[config.mk]
export PLATFORM = sky130hd
export DESIGN_NAME = branch_station_multi
export DESIGN_NICKNAME = d
export VERILOG_FILES = /design/src/rtl/branch_station_multi.sv
export SDC_FILE = /design/constraint.sdc
export NUM_CORES = 1
export LEC_CHECK = 0
export CAP_MARGIN = 20
export CELL_PAD_IN_SITES_DETAIL_PLACEMENT = 1
export CELL_PAD_IN_SITES_GLOBAL_PLACEMENT = 2
export CORE_MARGIN = 4
export CORE_UTILIZATION = 38
export CTS_BUF_LIST = sky130_fd_sc_hd__clkbuf_4 sky130_fd_sc_hd__clkbuf_8 sky130_fd_sc_hd__clkbuf_16
export DETAILED_ROUTE_END_ITERATION = 8
export HOLD_SLACK_MARGIN = 0.03
export PLACE_DENSITY = 0.78
export SETUP_SLACK_MARGIN = 0.3
export SKIP_CTS_REPAIR_TIMING = 1
export SLEW_MARGIN = 0
export SYNTH_ARGS = -nofsm -noshare
export SYNTH_HDL_FRONTEND = slang
export SYNTH_SLANG_ARGS = --single-unit
export TNS_END_PERCENT = 1
[constraint.sdc]
create_clock -name clk -period 7.1 [get_ports clk]
set_clock_uncertainty 0.1 [all_clocks]
set_input_delay 1.775 -clock clk [delete_from_list [all_inputs] [get_ports clk]]
set_output_delay 1.775 -clock clk [all_outputs]
set_load 0.02 [all_outputs]
[src/rtl/branch_station_multi.sv]
// rtl/branch_station_multi.sv - branch reservation station with CDB wakeup and oldest-ready issue
// Optional perf_mispred counter enabled by BRANCH_STATION_PERF_EN.
module branch_station_multi #(
    parameter int DEPTH  = 4,
    parameter int DATA_W = 32,
    parameter int TAG_W  = 4,
    parameter int ROB_W  = 4,
    parameter int NCDB   = 2
) (
    input  logic                    clk,
    input  logic                    rst,
    input  logic                    flush,
    input  logic                    in_valid,
    output logic                    in_ready,
    input  logic [2:0]              in_op,
    input  logic [TAG_W-1:0]        in_tag1,
    input  logic [DATA_W-1:0]       in_data1,
    input  logic [TAG_W-1:0]        in_tag2,
    input  logic [DATA_W-1:0]       in_data2,
    input  logic [ROB_W-1:0]        in_rob,
    input  logic                    in_pred,
    input  logic [NCDB-1:0]         cdb_valid,
    input  logic [NCDB*TAG_W-1:0]   cdb_tag,
    input  logic [NCDB*DATA_W-1:0]  cdb_data,
    output logic                    out_valid,
    output logic [ROB_W-1:0]        out_rob,
    output logic [1:0]              out_result
`ifdef BRANCH_STATION_PERF_EN
    ,
    output logic [31:0]             perf_mispred
`endif
);

    localparam int IDX_W = $clog2(DEPTH);
    localparam int CNT_W = IDX_W + 1;
    localparam logic [CNT_W-1:0] DEPTH_C = CNT_W'(DEPTH);

    logic [DEPTH-1:0]  vld;
    logic [2:0]        op_q   [DEPTH];
    logic [TAG_W-1:0]  tag1_q [DEPTH];
    logic [TAG_W-1:0]  tag2_q [DEPTH];
    logic [DATA_W-1:0] d1_q   [DEPTH];
    logic [DATA_W-1:0] d2_q   [DEPTH];
    logic [ROB_W-1:0]  rob_q  [DEPTH];
    logic [DEPTH-1:0]  pred_q;
    // older[j][i] set means entry j was dispatched before entry i
    logic [DEPTH-1:0]  older  [DEPTH];

    logic [CNT_W-1:0]  cnt;
    logic [IDX_W-1:0]  free_idx;
    logic [DEPTH-1:0]  ready;
    logic [DEPTH-1:0]  blk;
    logic              iss_valid;
    logic [IDX_W-1:0]  iss_idx;
    logic              iss_taken;
    logic              do_disp;
    logic [DEPTH-1:0]  wk1_hit, wk2_hit;
    logic [DATA_W-1:0] wk1_data [DEPTH];
    logic [DATA_W-1:0] wk2_data [DEPTH];
    logic              by1_hit, by2_hit;
    logic [DATA_W-1:0] by1_data, by2_data;

    // Lowest-index matching port wins; tag 0 never matches.
    function automatic logic [DATA_W:0] cdb_lookup(input logic [TAG_W-1:0] t);
        cdb_lookup = '0;
        for (int p = NCDB - 1; p >= 0; p--) begin
            if (cdb_valid[p] && t != '0 && cdb_tag[p*TAG_W +: TAG_W] == t)
                cdb_lookup = {1'b1, cdb_data[p*DATA_W +: DATA_W]};
        end
    endfunction

    function automatic logic branch_taken(input logic [2:0] op,
                                          input logic [DATA_W-1:0] a,
                                          input logic [DATA_W-1:0] b);
        case (op)
            3'b000:  branch_taken = (a == b);
            3'b001:  branch_taken = (a != b);
            3'b100:  branch_taken = ($signed(a) <  $signed(b));
            3'b101:  branch_taken = ($signed(a) >= $signed(b));
            3'b110:  branch_taken = (a <  b);
            3'b111:  branch_taken = (a >= b);
            default: branch_taken = 1'b0;
        endcase
    endfunction

    always_comb begin
        cnt      = '0;
        free_idx = '0;
        ready    = '0;
        blk      = '0;
        iss_valid = 1'b0;
        iss_idx  = '0;
        for (int i = DEPTH - 1; i >= 0; i--) begin
            if (!vld[i])
                free_idx = IDX_W'(i);
            cnt = cnt + CNT_W'(vld[i]);
            ready[i] = vld[i] && tag1_q[i] == '0 && tag2_q[i] == '0;
            {wk1_hit[i], wk1_data[i]} = cdb_lookup(tag1_q[i]);
            {wk2_hit[i], wk2_data[i]} = cdb_lookup(tag2_q[i]);
        end
        for (int i = 0; i < DEPTH; i++)
            for (int j = 0; j < DEPTH; j++)
                if (ready[j] && older[j][i])
                    blk[i] = 1'b1;
        for (int i = DEPTH - 1; i >= 0; i--) begin
            if (ready[i] && !blk[i]) begin
                iss_valid = 1'b1;
                iss_idx   = IDX_W'(i);
            end
        end
        iss_taken = branch_taken(op_q[iss_idx], d1_q[iss_idx], d2_q[iss_idx]);
        in_ready  = (cnt < DEPTH_C);
        do_disp   = in_valid && in_ready;
        {by1_hit, by1_data} = cdb_lookup(in_tag1);
        {by2_hit, by2_data} = cdb_lookup(in_tag2);
    end

    always_ff @(posedge clk) begin
        if (rst) begin
            vld        <= '0;
            out_valid  <= 1'b0;
            out_rob    <= '0;
            out_result <= '0;
        end else if (flush) begin
            vld       <= '0;
            out_valid <= 1'b0;
        end else begin
            out_valid <= iss_valid;
            if (iss_valid) begin
                out_rob      <= rob_q[iss_idx];
                out_result   <= {pred_q[iss_idx], iss_taken};
                vld[iss_idx] <= 1'b0;
            end
            for (int i = 0; i < DEPTH; i++) begin
                if (vld[i] && wk1_hit[i]) begin
                    tag1_q[i] <= '0;
                    d1_q[i]   <= wk1_data[i];
                end
                if (vld[i] && wk2_hit[i]) begin
                    tag2_q[i] <= '0;
                    d2_q[i]   <= wk2_data[i];
                end
            end
            if (do_disp) begin
                vld[free_idx]    <= 1'b1;
                op_q[free_idx]   <= in_op;
                tag1_q[free_idx] <= by1_hit ? '0 : in_tag1;
                d1_q[free_idx]   <= by1_hit ? by1_data : in_data1;
                tag2_q[free_idx] <= by2_hit ? '0 : in_tag2;
                d2_q[free_idx]   <= by2_hit ? by2_data : in_data2;
                rob_q[free_idx]  <= in_rob;
                pred_q[free_idx] <= in_pred;
                older[free_idx]  <= '0;
                for (int j = 0; j < DEPTH; j++)
                    if (j != int'(free_idx))
                        older[j][free_idx] <= vld[j];
            end
        end
    end

`ifdef BRANCH_STATION_PERF_EN
    // Flush drops the issue, so the counter only advances alongside a real out_valid.
    always_ff @(posedge clk) begin
        if (rst)
            perf_mispred <= '0;
        else if (!flush && iss_valid && pred_q[iss_idx] != iss_taken && perf_mispred != '1)
            perf_mispred <= perf_mispred + 32'd1;
    end
`endif

endmodule

# == Word level (Yosys, flattened, before mapping) ==
# Memory sizes are Yosys's and may differ from the RTL's. A register that Yosys moved wholly into a read port is not among the register bits.
# Cells that the tools add are included.
# totals
ramBits,332
input_bits,158
n_memories,7
rom_bits,0
ff_bits,11
latch_bits,0
elab_cells,284
output_inout_bits,8
# memory_table
memory,depth,word_bits,rd,rd_clocked_by_memory_dff,wr,line,source
d1_q,4,32,1,0,5,42,logic [DATA_W-1:0] d1_q [DEPTH];
d2_q,4,32,1,0,5,43,logic [DATA_W-1:0] d2_q [DEPTH];
older,4,4,4,0,5,47,logic [DEPTH-1:0] older [DEPTH];
rob_q,4,4,1,1,1,44,logic [ROB_W-1:0] rob_q [DEPTH];
tag1_q,4,4,4,0,5,40,logic [TAG_W-1:0] tag1_q [DEPTH];
tag2_q,4,4,4,0,5,41,logic [TAG_W-1:0] tag2_q [DEPTH];
+1 memories,--,--,--,--,--,--,
# classes
n_div,0
muxes,120
addsub,3
reduce_logical,106
shifts,0
n_mul,0
bitwise_logic,5
n_eq_ne,30
order_cmp,9
# ops
op,count
$mux W33,20
$eq A4 B4 Y1,20
$logic_and A1 B1 Y1,79
$mux W1,75
$ge A32 B32 Y1,2
$lt A32 B32 Y1,2
$mux W32,2
$mux W4,10
$reduce_bool A4 Y1,10
$eq A32 B32 Y1,1
$logic_not A4 Y1,8
$ne A32 B32 Y1,1
$mux W2,8
$eq A3 B3 Y1 const B,4
$lt A2 B3 Y1 const B,2
$pmux W1 S6,1
$and A4 B4 Y4,1
$bwmux W4,1
$demux W1 S2,2
$ge A2 B1 Y1 const B,2
$logic_not A1 Y1,4
$ne A2 B2 Y1 const A,2
$not A4 Y4,1
$or A4 B4 Y4,1
other kinds (13),14

# == Logic depth before layout (Yosys ltp) ==
# logic_depth
depth_word,25
mapped_depth,21
depth_no_buf,18

# == Worst setup path before layout ==
# OpenSTA, ideal clock, no wires.
# synth_timing
kind,input to register
from,input port cdb_tag[1]
to,memory d1_q[2][0] (enable)
path_slack_ps,786
t_arrival_ps,5735
setup_ps,479
path_buffers,2
required_ps,6521
cell_stages,7
cell_sequence,clkbuf_1 xnor2_1 nand4_1 nor2_1 clkbuf_1 nor2_1 o21ai_0
# synth_lines
item,line,source
from (decl),23,"input logic [NCDB*TAG_W-1:0] cdb_tag,"
to (decl),42,

==> metrics.txt <==
status=finished clean; Total Wirelength=84.60 mm; Switching Share=24.55%; Synth Area in Adders=2.027%; kind of critical path=reg -> reg; DP HPWL=51.76 mm; vias per cell=6.623; library cells used by synthesis=59; core area=0.05392 mm²; gr ovfl total=0; combinational power share=9.4%; worst r2r dst=out_result[0]$_SDFFE_PP0P_; Overall Global Routing Usage=27.98%; Synth Area in XOR/XNOR=2.871%; Clock Latency Late Sink=0.59 ns; max-cap viol count=0; CP max FO=33; Slew @ Worst Pin=1.203 ns; Clock Path Buffers=3; Leakage=8.296 nW; DRC=0; tightest hold margin=0.4050 ns; R2R cell count=17; Post-synth EDFFs=336; post-route ant nets=0; io pins=166; flops & latches, synth=347; layout cell share with drive strength beyond 1=7.493%; WL/cell=30.01 µm; Slew Limit Fails=0; DR vias=18670; Die X=241.6 µm; # setup viols final=0; Final Hold Fails=0; CP endpoint kind=register; number of global-route vias before repair=19440; DR iter-0 viols=1799; drt first pass iters=8; Initial Util=38.47%; mean area per synthesized cell=9.987 µm²; # rows=85; Synth Flop Type=edfxtp_1; Peak VDD IR=0.1518 mV; clock share of power=43.6%; reg2reg setup slack=0.60 ns; Max-slew headroom=19.55%; P&R area growth vs syn=16.81%; fraction of synthesis flops using an asynchronous set or reset pin=0%; cell-internal power=3.625 mW; cell area after synthesis=0.02074 mm²; Worst Hold Path EP=out_rob[3]$_SDFFE_PP0P_; Fin Setup TNS=0 ns; clock root cell=clkbuf_16; largest family of logic cells by synthesized area=compound AO/OA/AOI/OAI gates; RSZ-0062 raised after global routing=no; Worst EP arrival=6.88 ns; power density cells=198.3 mW/mm²; buffers added on ports=165; Die H=241.6 µm; pin count of the biggest net entering global routing=57; # H-tree levels=2; mux cell area share after synthesis=6.273%; Synth Area in Compound Gates=20.03%; initial antenna violation count=1; worst reg2reg startpoint=tag2_q[2][0]$_SDFFCE_PN0P_; HP Class=reg -> reg; Synth Instances=2077; CP Launch Type=register; sequential power share=47.0%; P_sw=1.179 mW; clock transition at the registers of the reported paths=0.06 ns; yosys warns=0; Min Clock Period, post-route=6.497 ns; max frequency=153.9 MHz; global-route wire length before repair=125.9 mm; Final period util=91.51%; Hold Startpoint=out_rob[3]$_SDFFE_PP0P_; RePlAce Congestion=0.8513; Num Clock Sinks=347; Post-Synth Simple-Gate Area=14.13%; TritonCTS clock tree=yes; Total Nets Final=2285; die area=0.05839 mm²; Hold Crit Depth=2; Num CTS Buffers=42; Seq/Total Area, Yosys=49.70%; Req. time, crit path=7.48 ns
## final cells by class
| class | count | area, µm² |
|---|---|---|
| Inverter | 21 | 82.58 |
| Antenna cell | 1 | 2.502 |
| Timing Repair Buffer | 214 | 2090 |
| Tap cell | 696 | 870.8 |
| Multi-Input combinational cell | 1468 | 9577 |
| Clock inverter | 15 | 115.1 |
| Fill cell | 5854 | 29690 |
| Clock buffer | 57 | 1182 |
| Sequential cell | 347 | 10310 |
## routing by layer
layer / GRT usage [%] / wire (µm) / vias to the layer above
met5: 0 / 0 / -
met1: 36.97 / 34280 / 9555
met3: 4.464 / 7029 / 177
met4: 9.578 / 2923 / 0
li1: - / - / 8017
met2: 47.07 / 40370 / 921
## critical path: stages, from the launching register on
cell and delay (ns):
edfxtp_1 0.49, or4_1 0.60, nor4_1 0.53, nand4_1 0.33, nor3_2 0.50, buf_4 0.59, a222oi_1 0.19, a21boi_0 0.20
ha_1 0.33, nand4_1 0.18, nor4_1 0.86, and2_1 0.39, o31ai_1 0.18, and4b_1 0.26, mux2i_1 0.18, mux2i_1 0.24
a32o_1 0.16, nor2_1 0.04
## cell usage in the layout (no fill, tap or decap), types with 5 or more instances in the layout
cell type,instances
or4_1,7
o21ai_0,77
nor2_1,322
mux2i_1,130
and2_1,7
a21oi_1,159
nand2b_1,6
nand3_1,13
o21ai_4,5
nor3_1,49
clkbuf_16,42
nor2_2,7
xnor2_1,39
clkinv_1,8
nor2b_1,12
a21boi_0,31
a222oi_1,36
xor2_1,29
dfxtp_1,11
a221oi_1,191
nand4_1,39
nand2_1,103
clkinv_2,5
o22ai_1,66
nor2_4,5
and3_1,20
ha_1,32
clkbuf_4,12
inv_1,18
a311oi_1,5
buf_4,44
edfxtp_1,336
nor4_1,15
clkdlybuf4s50_1,165
or3_1,5
## sequential cells by signal, summed over array words and instances, names as in the netlist
| register | flops |
|---|---|
| d1_q | 128 |
| d2_q | 128 |
| older | 16 |
| rob_q | 16 |
| tag1_q | 16 |
| tag2_q | 16 |
| op_q | 12 |
| out_rob | 4 |
| pred_q | 4 |
| vld | 4 |
| out_result | 2 |
| out_valid | 1 |
## stage by stage
| step | utilization (%) | setup slack (ns) | instances | area, µm² | total power [mW] |
|---|---|---|---|---|---|
| global placement | 42.47 | 0.7507 | 2745 | 22900 | 2.734 |
| detailed placement | 42.52 | 0.7866 | 2746 | 22930 | 2.749 |
| CTS | 44.93 | 0.7533 | 2818 | 24230 | 4.822 |
| floorplan | - | 0.7863 | 2080 | 20750 | 2.544 |
| global route | 44.94 | 0.3738 | 2819 | 24230 | 4.938 |
| finish | 44.94 | 0.6030 | 2819 | 24230 | 4.804 |
## cells in the mapped netlist (31+ instances only)
master / n / area share, %
o21ai_0: 82 / 2.0
nand4_1: 39 / 1.2
clkbuf_1: 208 / 3.8
edfxtp_1: 336 / 49
a21oi_1: 159 / 3.8
a221oi_1: 191 / 8.1
a21boi_0: 31 / 1.1
o22ai_1: 66 / 2.0
xnor2_1: 39 / 1.6
ha_1: 32 / 1.9
a222oi_1: 36 / 1.7
nor2_1: 334 / 6.0
nand2_1: 106 / 1.9
nor3_1: 51 / 1.2
mux2i_1: 130 / 6.3
## cell families after synthesis
| logic type | count (synthesis) |
|---|---|
| AO/OA/AOI/OAI | 595 |
| multiplexers | 130 |
| adder cells (fa/ha/maj) | 33 |
| AND/OR/NAND/NOR | 638 |
| flip-flops | 347 |
| XOR/XNOR | 68 |
| buffers and inverters | 265 |
| other | 1 |
## power by group through the flow
stage	Clock, mW	Sequential, mW	Combinational [mW]
CTS	2.11	2.26	0.448
finish	2.09	2.26	0.452
global placement	0	2.30	0.432
floorplan	0	2.30	0.245
global route	2.19	2.26	0.487
detailed placement	0	2.30	0.446
## how the worst max path moves through the flow
| stage | startpoint | endpoint | slack [ns] | cells past startpoint |
|---|---|---|---|---|
| 5_1_grt | tag2_q[2][0]$_SDFFCE_PN0P_ | out_result[0]$_SDFFE_PP0P_ | 0.37 | 17 |
| 3_5_place_dp | tag2_q[2][0]$_SDFFCE_PN0P_ | out_result[0]$_SDFFE_PP0P_ | 0.79 | 17 |
| 2_1_floorplan | cdb_tag[1] | d1_q[2][0]$_DFFE_PP_ | 0.79 | 7 |
| 6_report | tag2_q[2][0]$_SDFFCE_PN0P_ | out_result[0]$_SDFFE_PP0P_ | 0.60 | 17 |
| 3_3_place_gp | tag2_q[2][0]$_SDFFCE_PN0P_ | out_result[0]$_SDFFE_PP0P_ | 0.75 | 18 |
| 4_1_cts | tag2_q[2][0]$_SDFFCE_PN0P_ | out_result[0]$_SDFFE_PP0P_ | 0.75 | 17 |
No activity file was read; power rests on OpenSTA's default activity.
